--- src/rtl/drc_pkg.sv ---
// Shared encodings for the DVP RX controller: capture state machine states,
// CSR RX mode field, scheduler modes and interrupt status bit positions.
package drc_pkg;

  typedef enum logic [2:0] {
    CS_SLEEP   = 3'd0,
    CS_IDLE    = 3'd1,
    CS_ALIGN   = 3'd2,
    CS_CAPTURE = 3'd3,
    CS_ERRCOR  = 3'd4
  } cs_state_e;

  typedef enum logic [1:0] {
    RXM_SLEEP  = 2'd0,
    RXM_SINGLE = 2'd1,
    RXM_STREAM = 2'd2,
    RXM_RSVD   = 2'd3
  } rx_mode_e;

  typedef enum logic [1:0] {
    SCH_OFF = 2'd0,
    SCH_SNG = 2'd1,
    SCH_STR = 2'd2
  } sched_mode_e;

  localparam int STS_W    = 4;
  localparam int STS_COMP = 0;
  localparam int STS_ERR  = 1;
  localparam int STS_OVF  = 2;
  localparam int STS_WDT  = 3;

  // States in which a frame is in flight and may get stuck.
  function automatic logic cs_in_frame(input logic [2:0] state);
    return (state == CS_ALIGN) || (state == CS_CAPTURE) || (state == CS_ERRCOR);
  endfunction

endpackage

--- src/rtl/drc_sched_wdt.sv ---
// Frame watchdog: counts cycles spent in one in-frame state of the capture
// state machine and emits a single-cycle hit when the count reaches the limit.
// A limit of zero disables it. Only instantiated when DRC_SCHED_WDT_EN is set.
module drc_sched_wdt
  import drc_pkg::*;
#(
  parameter int WDT_W = 24
) (
  input  logic             clk,
  input  logic             rst,
  input  logic [2:0]       i_state,
  input  logic [WDT_W-1:0] i_limit,
  output logic             o_hit
);

  logic [2:0]       r_state_q;
  logic [WDT_W-1:0] r_cnt;
  logic [WDT_W-1:0] w_cnt_nxt;
  logic             w_active;
  logic             w_chg;
  logic             w_adv;

  // r_cnt is the number of cycles already spent in the current state; the
  // first cycle after a state change loads 1 so the hit lands exactly
  // i_limit cycles after entry. Once at the limit the count holds.
  always_comb begin
    w_active  = cs_in_frame(i_state) && (i_limit != '0);
    w_chg     = (i_state != r_state_q);
    w_adv     = w_active && (w_chg || (r_cnt < i_limit));
    w_cnt_nxt = r_cnt;
    if (!w_active) begin
      w_cnt_nxt = '0;
    end else if (w_chg) begin
      w_cnt_nxt = WDT_W'(1);
    end else if (r_cnt < i_limit) begin
      w_cnt_nxt = r_cnt + WDT_W'(1);
    end
    o_hit = w_adv && (w_cnt_nxt == i_limit);
  end

  // Count register and last-seen state for change detection.
  always_ff @(posedge clk) begin
    if (rst) begin
      r_cnt     <= '0;
      r_state_q <= CS_SLEEP;
    end else begin
      r_cnt     <= w_cnt_nxt;
      r_state_q <= i_state;
    end
  end

endmodule

--- src/rtl/drc_start_scheduler.sv ---
// Start-request scheduler and interrupt aggregator for the DVP RX controller.
// Queues software starts toward the capture state machine, turns its
// frame-complete/error pulses into sticky W1C status with a masked irq, and
// keeps saturating frame/error counters.
// Optional frame watchdog: define DRC_SCHED_WDT_EN to build it; otherwise
// irq_sts[3] is constant 0 and wdt_limit is ignored.
module drc_start_scheduler
  import drc_pkg::*;
#(
  parameter int START_Q_DEPTH = 4,
  parameter int START_Q_W     = $clog2(START_Q_DEPTH + 1),
  parameter int CNT_W         = 16,
  parameter int WDT_W         = 24
) (
  input  logic                 clk,
  input  logic                 rst,
  input  logic                 cam_rx_en,
  input  logic [1:0]           cam_rx_mode,
  input  logic                 sw_start,
  input  logic                 sw_stop,
  output logic                 cam_rx_start,
  input  logic                 cam_rx_start_qed,
  input  logic [2:0]           cam_rx_state,
  input  logic                 frm_comp_pls,
  input  logic                 frm_err_pls,
  input  logic [3:0]           irq_en,
  input  logic [3:0]           irq_clr,
  input  logic                 cnt_clr,
  input  logic [WDT_W-1:0]     wdt_limit,
  output logic [3:0]           irq_sts,
  output logic                 irq,
  output logic [START_Q_W-1:0] start_pend,
  output logic [1:0]           sched_mode,
  output logic [CNT_W-1:0]     frm_cnt,
  output logic [CNT_W-1:0]     err_cnt
);

  localparam logic [START_Q_W-1:0] PEND_FULL = START_Q_W'(START_Q_DEPTH);

  sched_mode_e          r_mode;
  sched_mode_e          w_mode_nxt;
  logic [START_Q_W-1:0] r_pend;
  logic [START_Q_W-1:0] w_pend_nxt;
  logic                 r_armed;
  logic                 w_armed_nxt;
  logic                 w_ovf;
  logic                 w_pop_ok;
  logic                 w_wdt_hit;
  logic [STS_W-1:0]     r_sts;
  logic [STS_W-1:0]     w_sts_set;
  logic [CNT_W-1:0]     r_frm;
  logic [CNT_W-1:0]     r_err;

`ifdef DRC_SCHED_WDT_EN
  drc_sched_wdt #(
    .WDT_W (WDT_W)
  ) u_wdt (
    .clk     (clk),
    .rst     (rst),
    .i_state (cam_rx_state),
    .i_limit (wdt_limit),
    .o_hit   (w_wdt_hit)
  );
`else
  logic w_unused_wdt;
  assign w_unused_wdt = ^{cam_rx_state, wdt_limit};
  assign w_wdt_hit    = 1'b0;
`endif

  // Mode state register plus pending count and stream-armed flag.
  always_ff @(posedge clk) begin
    if (rst) begin
      r_mode  <= SCH_OFF;
      r_pend  <= '0;
      r_armed <= 1'b0;
    end else begin
      r_mode  <= w_mode_nxt;
      r_pend  <= w_pend_nxt;
      r_armed <= w_armed_nxt;
    end
  end

  // Next mode from CSR fields; start queue / armed flag update for the
  // current mode. A mode change discards everything queued or armed.
  always_comb begin
    w_mode_nxt  = SCH_OFF;
    w_pend_nxt  = r_pend;
    w_armed_nxt = r_armed;
    w_ovf       = 1'b0;
    w_pop_ok    = cam_rx_start_qed && (r_pend != '0);

    if (cam_rx_en) begin
      case (cam_rx_mode)
        RXM_SINGLE: w_mode_nxt = SCH_SNG;
        RXM_STREAM: w_mode_nxt = SCH_STR;
        default:    w_mode_nxt = SCH_OFF;
      endcase
    end

    if (w_mode_nxt != r_mode) begin
      w_pend_nxt  = '0;
      w_armed_nxt = 1'b0;
    end else begin
      case (r_mode)
        SCH_SNG: begin
          if (sw_stop) begin
            w_pend_nxt = '0;
          end else if (sw_start && !w_pop_ok) begin
            if (r_pend == PEND_FULL) begin
              w_ovf = 1'b1;
            end else begin
              w_pend_nxt = r_pend + START_Q_W'(1);
            end
          end else if (!sw_start && w_pop_ok) begin
            w_pend_nxt = r_pend - START_Q_W'(1);
          end
        end
        SCH_STR: begin
          w_pend_nxt = '0;
          if (sw_stop) begin
            w_armed_nxt = 1'b0;
          end else if (sw_start) begin
            w_armed_nxt = 1'b1;
          end
        end
        default: begin
          w_pend_nxt  = '0;
          w_armed_nxt = 1'b0;
        end
      endcase
    end
  end

  // Status set sources, one per irq_sts bit.
  always_comb begin
    w_sts_set           = '0;
    w_sts_set[STS_COMP] = frm_comp_pls;
    w_sts_set[STS_ERR]  = frm_err_pls;
    w_sts_set[STS_OVF]  = w_ovf;
    w_sts_set[STS_WDT]  = w_wdt_hit;
  end

  // Sticky W1C status; a set in the same cycle as its clear wins.
  always_ff @(posedge clk) begin
    if (rst) begin
      r_sts <= '0;
    end else begin
      r_sts <= (r_sts & ~irq_clr) | w_sts_set;
    end
  end

  // Saturating frame and error counters; clear beats a same-cycle increment.
  always_ff @(posedge clk) begin
    if (rst || cnt_clr) begin
      r_frm <= '0;
      r_err <= '0;
    end else begin
      if (frm_comp_pls && !(&r_frm)) begin
        r_frm <= r_frm + CNT_W'(1);
      end
      if (frm_err_pls && !(&r_err)) begin
        r_err <= r_err + CNT_W'(1);
      end
    end
  end

  assign cam_rx_start = ((r_mode == SCH_SNG) && (r_pend != '0)) ||
                        ((r_mode == SCH_STR) && r_armed);
  assign start_pend   = r_pend;
  assign sched_mode   = r_mode;
  assign irq_sts      = r_sts;
  assign irq          = |(r_sts & irq_en);
  assign frm_cnt      = r_frm;
  assign err_cnt      = r_err;

endmodule

--- config.mk ---
export PLATFORM = sky130hd
export DESIGN_NAME = drc_start_scheduler
export DESIGN_NICKNAME = d
export VERILOG_FILES = /design/src/rtl/drc_pkg.sv /design/src/rtl/drc_sched_wdt.sv /design/src/rtl/drc_start_scheduler.sv
export SDC_FILE = /design/constraint.sdc
export NUM_CORES = 1
export LEC_CHECK = 0
export ABC_AREA = 1
export CORE_ASPECT_RATIO = 0.75
export CORE_MARGIN = 10
export CORE_UTILIZATION = 35
export DETAILED_ROUTE_END_ITERATION = 10
export PLACE_DENSITY_LB_ADDON = 0.05
export SETUP_SLACK_MARGIN = 0.4
export SKIP_LAST_GASP = 1
export SLEW_MARGIN = 20
export SYNTH_ARGS = -nofsm -noshare
export SYNTH_HDL_FRONTEND = slang
export SYNTH_SLANG_ARGS = --single-unit
export TNS_END_PERCENT = 30
--- constraint.sdc ---
create_clock -name clk -period 4.6 [get_ports clk]
set_input_delay 0.92 -clock clk [delete_from_list [all_inputs] [get_ports clk]]
set_output_delay 0.92 -clock clk [all_outputs]
set_load 0.01 [all_outputs]
==> qor.csv, run 1 <==
metric;value;unit
GRT Util Overall;12.07;%
worst setup path endpoint;irq;
Max Fclk;337.0;MHz
Post-Synthesis Cells;361;
final setup TNS;0;ps
top cells by count, synth;nand2_1, dfxtp_1, nor2_1, inv_1, a21oi_1;
Die Height;91.02;µm
routed vias/inst;4.671;
Worst Path Required;3680;ps
GRT Residual Overflow;0;
largest cells by area after synthesis;dfxtp_1, nand2_1, a21oi_1, nor2_1, inv_1;
crit path launch;irq_en[2];
top-count cell post-synth;nand2_1;
FF+latch count, synth;42;
Placement Cell Area;3039;µm²
post-CTS setup buffers;0;
Die Width;114.7;µm
Top FF cell, synth;dfxtp_1;
number of synthesized flops with an enable pin;0;
diode count;0;
first-pass iteration count of the detailed router;4;
Layout area overhead;33.76;%
crit-path max FO;1;
vias in the first global route;2274;
initial antenna violation count;0;
CP endpoint kind;primary output;
routed wire length;6273;µm
Hold Vio Cnt, Final;0;
Max-cap violations;0;
Worst-Margin Slew;687.3;ps
WL/cell;12.37;µm
Peak VDD IR;0.0001252;V
Mapped Avg Cell Area;6.519;µm²
Period minus WS final;2967;ps
Setup Skew;6.790;ps
RR Startpoint;start_pend[0];
register area share after synthesis;35.73;%
pwr dens;229.5;nW/µm²
Die ar.;10440;µm²
DR vias;2368;
htree depth;2;
Lkg Pwr;1.159;nW
FFs w/ async S/R, synth;0;%
RSZ-0062 raised after global routing;no;
Setup Crit Path Kind;in -> out;
Layout Utilization;49.09;%
layout cell share with drive strength beyond 1;6.103;%
FF+latch area;840.8;µm²
clk sinks;42;
synth warn;0;
DRT iter0 DRCs;87;
Netlist Area Pre-Place;2354;µm²
cell accounting for the most synthesized area;dfxtp_1;
clock root cell;clkbuf_8;
TritonCTS clock tree;done;
share of the synthesized area in the top cell type;35.73;%
Gates resized, CTS repair;0;
Post-Syn Nets;410;
post-route cell area;3148;µm²
Crit path arrival time;2050;ps
Layout Nets;474;
largest net degree at the start of global routing;21;
Placer Congestion;0.8211;
Core Region;6412;µm²
Distinct cells, synth;22;
min-delay worst type;reg -> reg;
area occupied by multi-input gates;1344;µm²
hold-fix buffers at CTS;0;
flop-to-flop setup slack;2830;ps
FP Rows;25;
# DRC;0;
final count of negative-setup-slack endpoints;0;
ANT nets after route;0;
first-pass GRT wire length;10630;µm
Clk Latency, worst-skew pair;300;ps
Register-to-Register Path Depth;10;
Reg-to-Reg End;start_pend[2];
CTS clk-pin slew, worst paths;80;ps
CTS max path bufs;2;
startpoint types;input port;
post-detail-place hpwl;4804;µm
CTS Buf Count;5;
period utilization;64.50;%
Pins Over Slew Limit;0;
run status;completed;
port bufs;61;
filler cell count;656;
initial core utilization;36.70;%
Top Ports;89;
relative slew slack;54.13;%
==> registers in the layout, indices dropped and copies added, names as in the netlist <==
register and cells:
irq_sts 4, r_armed 1, start_pend 3, err_cnt 16, frm_cnt 16, sched_mode 2
==> metal layers <==
| metal | up-vias | GRT usage (%) | wire [µm] |
|---|---|---|---|
| li1 | 1280 | - | - |
| met3 | 8 | 6.049 | 652 |
| met2 | 51 | 17.56 | 2454 |
| met4 | 0 | 3.438 | 76 |
| met5 | - | 0 | 0 |
| met1 | 1029 | 15.24 | 3090 |
==> critical path, cell delays in order <==
cell             delay (ps)
clkdlybuf4s50_1         450
nand2_1                  50
nand4_1                  90
clkdlybuf4s50_1         540
==> worst min-delay path by stage <==
| stage | startpoint | end | cells past startpoint |
|---|---|---|---|
| after global placement | irq_sts[3] | irq_sts[3] | 2 |
| final | irq_sts[3] | irq_sts[3] | 2 |
| after global routing | irq_sts[3] | irq_sts[3] | 2 |
| after CTS | irq_sts[3] | irq_sts[3] | 2 |
| after floorplan | r_armed | r_armed | 2 |
| after detailed placement | irq_sts[3] | irq_sts[3] | 2 |
==> power breakdown <==
group | switching, mW | total, mW | leakage (nW) | internal [mW]
Sequential | 0.00351 | 0.370 | 0.339 | 0.366
Combinational | 0.0313 | 0.0592 | 0.761 | 0.0279
Clock | 0.134 | 0.294 | 0.0579 | 0.160
Total | 0.169 | 0.723 | 1.16 | 0.554
==> layout make-up <==
cell class / count / area share (%)
clock inverter: 3 / 1.272
inverter: 36 / 4.293
clock buffer: 5 / 2.186
multi-input combinational: 278 / 42.69
sequential: 42 / 26.71
timing repair buffer: 62 / 19.63
tap: 81 / 3.219
==> cells by family after synthesis <==
kind of cell,share of synthesized area (%)
flops,35.73
compound gates,10.21
xor+xnor,4.094
buf+inv,7.177
simple gates,40.88
fa+ha+maj,1.914
==> stage by stage <==
step	cells	worst slack (ps)	hold slack [ps]	power [mW]
after floorplan	361	2571	452.4	0.4051
after global placement	499	1625	453.8	0.4380
after detailed placement	499	1636	448.6	0.4382
after CTS	507	1626	462.8	0.7374
after global routing	507	1574	502.9	0.7607
final	507	1633	454.1	0.7225
==> layout by cell type, fill, tap and decap left out, types with 5 or more instances in the layout <==
cell	Yosys	final
clkdlybuf4s50_1	0	61
dfxtp_1	42	42
a21oi_1	34	34
nand3_1	25	25
nor2_1	42	42
clkbuf_8	0	5
inv_1	36	36
nand4_1	12	12
nand2_1	121	121
xor2_1	8	8
nor2_2	8	8
o21ai_0	6	6
Note: power is estimated with default switching activity, not from simulation.
==> run 2, diff against run 1 <==
clock period = 2.55 ns   (was 4.6 ns; I/O delays follow)
==> run 2 against run 1 <==
Effect of this change:
- largest cell class unchanged
- global-route usage increased by 0.57 points
- count of clock-buffer cells in the layout rose by 2
- die area stayed put
- critical path depth stayed put
- non-clock buffer count rose by 1
- clock power increased by 55%
- register-to-register slack worse by 2000 ps
- design area about the same
- worst hold slack better by 4.6 ps
- sequential cell count stayed put
==> qor.csv, run 2 (synthesis gave the netlist of run 1 again) <==
metric;value;unit;change
run status;completed;;
most frequent cells in the layout;nand2_1, clkdlybuf4s50_1, nor2_1;;
port bufs;61;;unchanged
Setup Skew;14.10;ps;+7.307 ps
Pins Over Slew Limit;0;;unchanged
Peak VDD IR;0.0001704;V;+36%
crit path launch;irq_en[2];;
post-detail-place hpwl;4910;µm;+2.2%
Max-cap violations;0;;unchanged
period utilization;84.26;%;
Worst-Margin Slew;701.3;ps;+14.05 ps
largest net degree at the start of global routing;21;;unchanged
DRT iter0 DRCs;173;;+99%
FF+latch area;843.3;µm²;+0.30%
CTS max path bufs;2;;unchanged
RSZ-0062 raised after global routing;yes;;
htree depth;2;;unchanged
ANT nets after route;0;;unchanged
Crit path arrival time;1640;ps;-410 ps
Reg-to-Reg End;start_pend[2];;
final setup TNS;0;ps;unchanged
routed wire length;6402;µm;+2.1%
Period minus WS final;2149;ps;
routed vias/inst;4.713;;+0.90%
Setup Crit Path Kind;in -> out;;
hold-fix buffers at CTS;0;;unchanged
GRT Residual Overflow;0;;unchanged
clk sinks;42;;unchanged
post-CTS setup buffers;0;;unchanged
Max Fclk;465.4;MHz;
Hold Vio Cnt, Final;0;;unchanged
commonest non-fill, non-tap cell in the layout;nand2_1;;
Register-to-Register Path Depth;10;;unchanged
filler cell count;644;;-1.8%
crit-path max FO;1;;unchanged
Cell Count, Final, Fillers Out;508;;+0.20%
GRT Util Overall;12.63;%;+0.57 points
Top Ports;89;;unchanged
Die Width;114.7;µm;unchanged
first-pass GRT wire length;11100;µm;+4.5%
area occupied by multi-input gates;1346;µm²;+0.19%
DR vias;2394;;+1.1%
hold_sp;irq_sts[3];;
relative slew slack;53.20;%;-0.94 points
vias in the first global route;2288;;+0.62%
diode count;0;;unchanged
RR Startpoint;start_pend[0];;
min-delay worst type;reg -> reg;;
# DRC;0;;unchanged
Layout area overhead;33.65;%;about the same
WL/cell;12.60;µm;+1.9%
Placer Congestion;0.8228;;+0.21%
CP endpoint kind;primary output;;
first-pass iteration count of the detailed router;4;;unchanged
layout cell share with drive strength beyond 1;6.792;%;+0.69 points
Layout Nets;475;;+0.21%
initial antenna violation count;0;;unchanged
Clk Latency, worst-skew pair;300;ps;about the same
final count of negative-setup-slack endpoints;0;;unchanged
Final Power;1.232;mW;+70%
hold depth;2;;unchanged
TritonCTS clock tree;done;;
Core Region;6412;µm²;unchanged
initial core utilization;36.70;%;unchanged
Lkg Pwr;1.173;nW;+1.2%
CTS clk-pin slew, worst paths;80;ps;about the same
Worst Path Required;2040;ps;-1640 ps
Die Height;91.02;µm;unchanged
FP Rows;25;;unchanged
CTS Buf Count;5;;unchanged
flop-to-flop setup slack;800;ps;-2030 ps
pwr dens;391.6;nW/µm²;+71%
startpoint types;input port;;
Die ar.;10440;µm²;unchanged
placed insts;500;;+0.20%
Hold EP;irq_sts[3];;
clock root cell;clkbuf_8;;
## run 2: power breakdown
| part | internal, mW | switching (mW) |
|---|---|---|
| clock network | 0.219 | 0.237 |
| logic | 0.0514 | 0.0576 |
| registers | 0.661 | 0.00674 |
| total | 0.931 | 0.301 |
## run 2: worst max-delay path, cell delays in order
cell and delay, ps:
clkdlybuf4s50_1 450, nand2_1 50, nand4_1 90, clkdlybuf4s50_1 540
## run 2: worst max-delay path by stage
stage	depth (start not counted)	end
floorplan	10	start_pend[2]
global placement	4	irq
detailed placement	4	irq
CTS	4	irq
global route	4	irq
finish	4	irq
## run 2: area by class of cell
class                      instances  area share [%]
tap                               81           3.222
inverter                          36           4.296
timing repair buffer              63           19.97
clock buffer                       7           2.745
clock inverter                     1          0.1591
sequential                        42           26.81
multi-input combinational        278           42.80
## run 2: per-stage QoR
| step | area, µm² | setup WS [ps] | hold slack [ps] | util (%) |
|---|---|---|---|---|
| floorplan | 2354 | 921.5 | 452.4 | - |
| global route | 3146 | 315.4 | 502.6 | 49.05 |
| CTS | 3142 | 393.6 | 467.9 | 49.00 |
| detailed placement | 3047 | 403.6 | 454.1 | 47.51 |
| finish | 3146 | 401.4 | 458.8 | 49.05 |
| global placement | 3047 | 392.9 | 451.2 | 47.51 |
## run 2: metal layers
layer	wire length, µm	global-route usage, %
met5	0	0
met4	53	3.021
met3	704	6.180
met2	2538	17.61
met1	3107	16.88
## run 2: repair_timing
action / 4_1_cts / 5_1_grt
resized for setup: 2 / 2
endpoints found under the setup margin: 2 / 2
pin swaps: 0 / 0
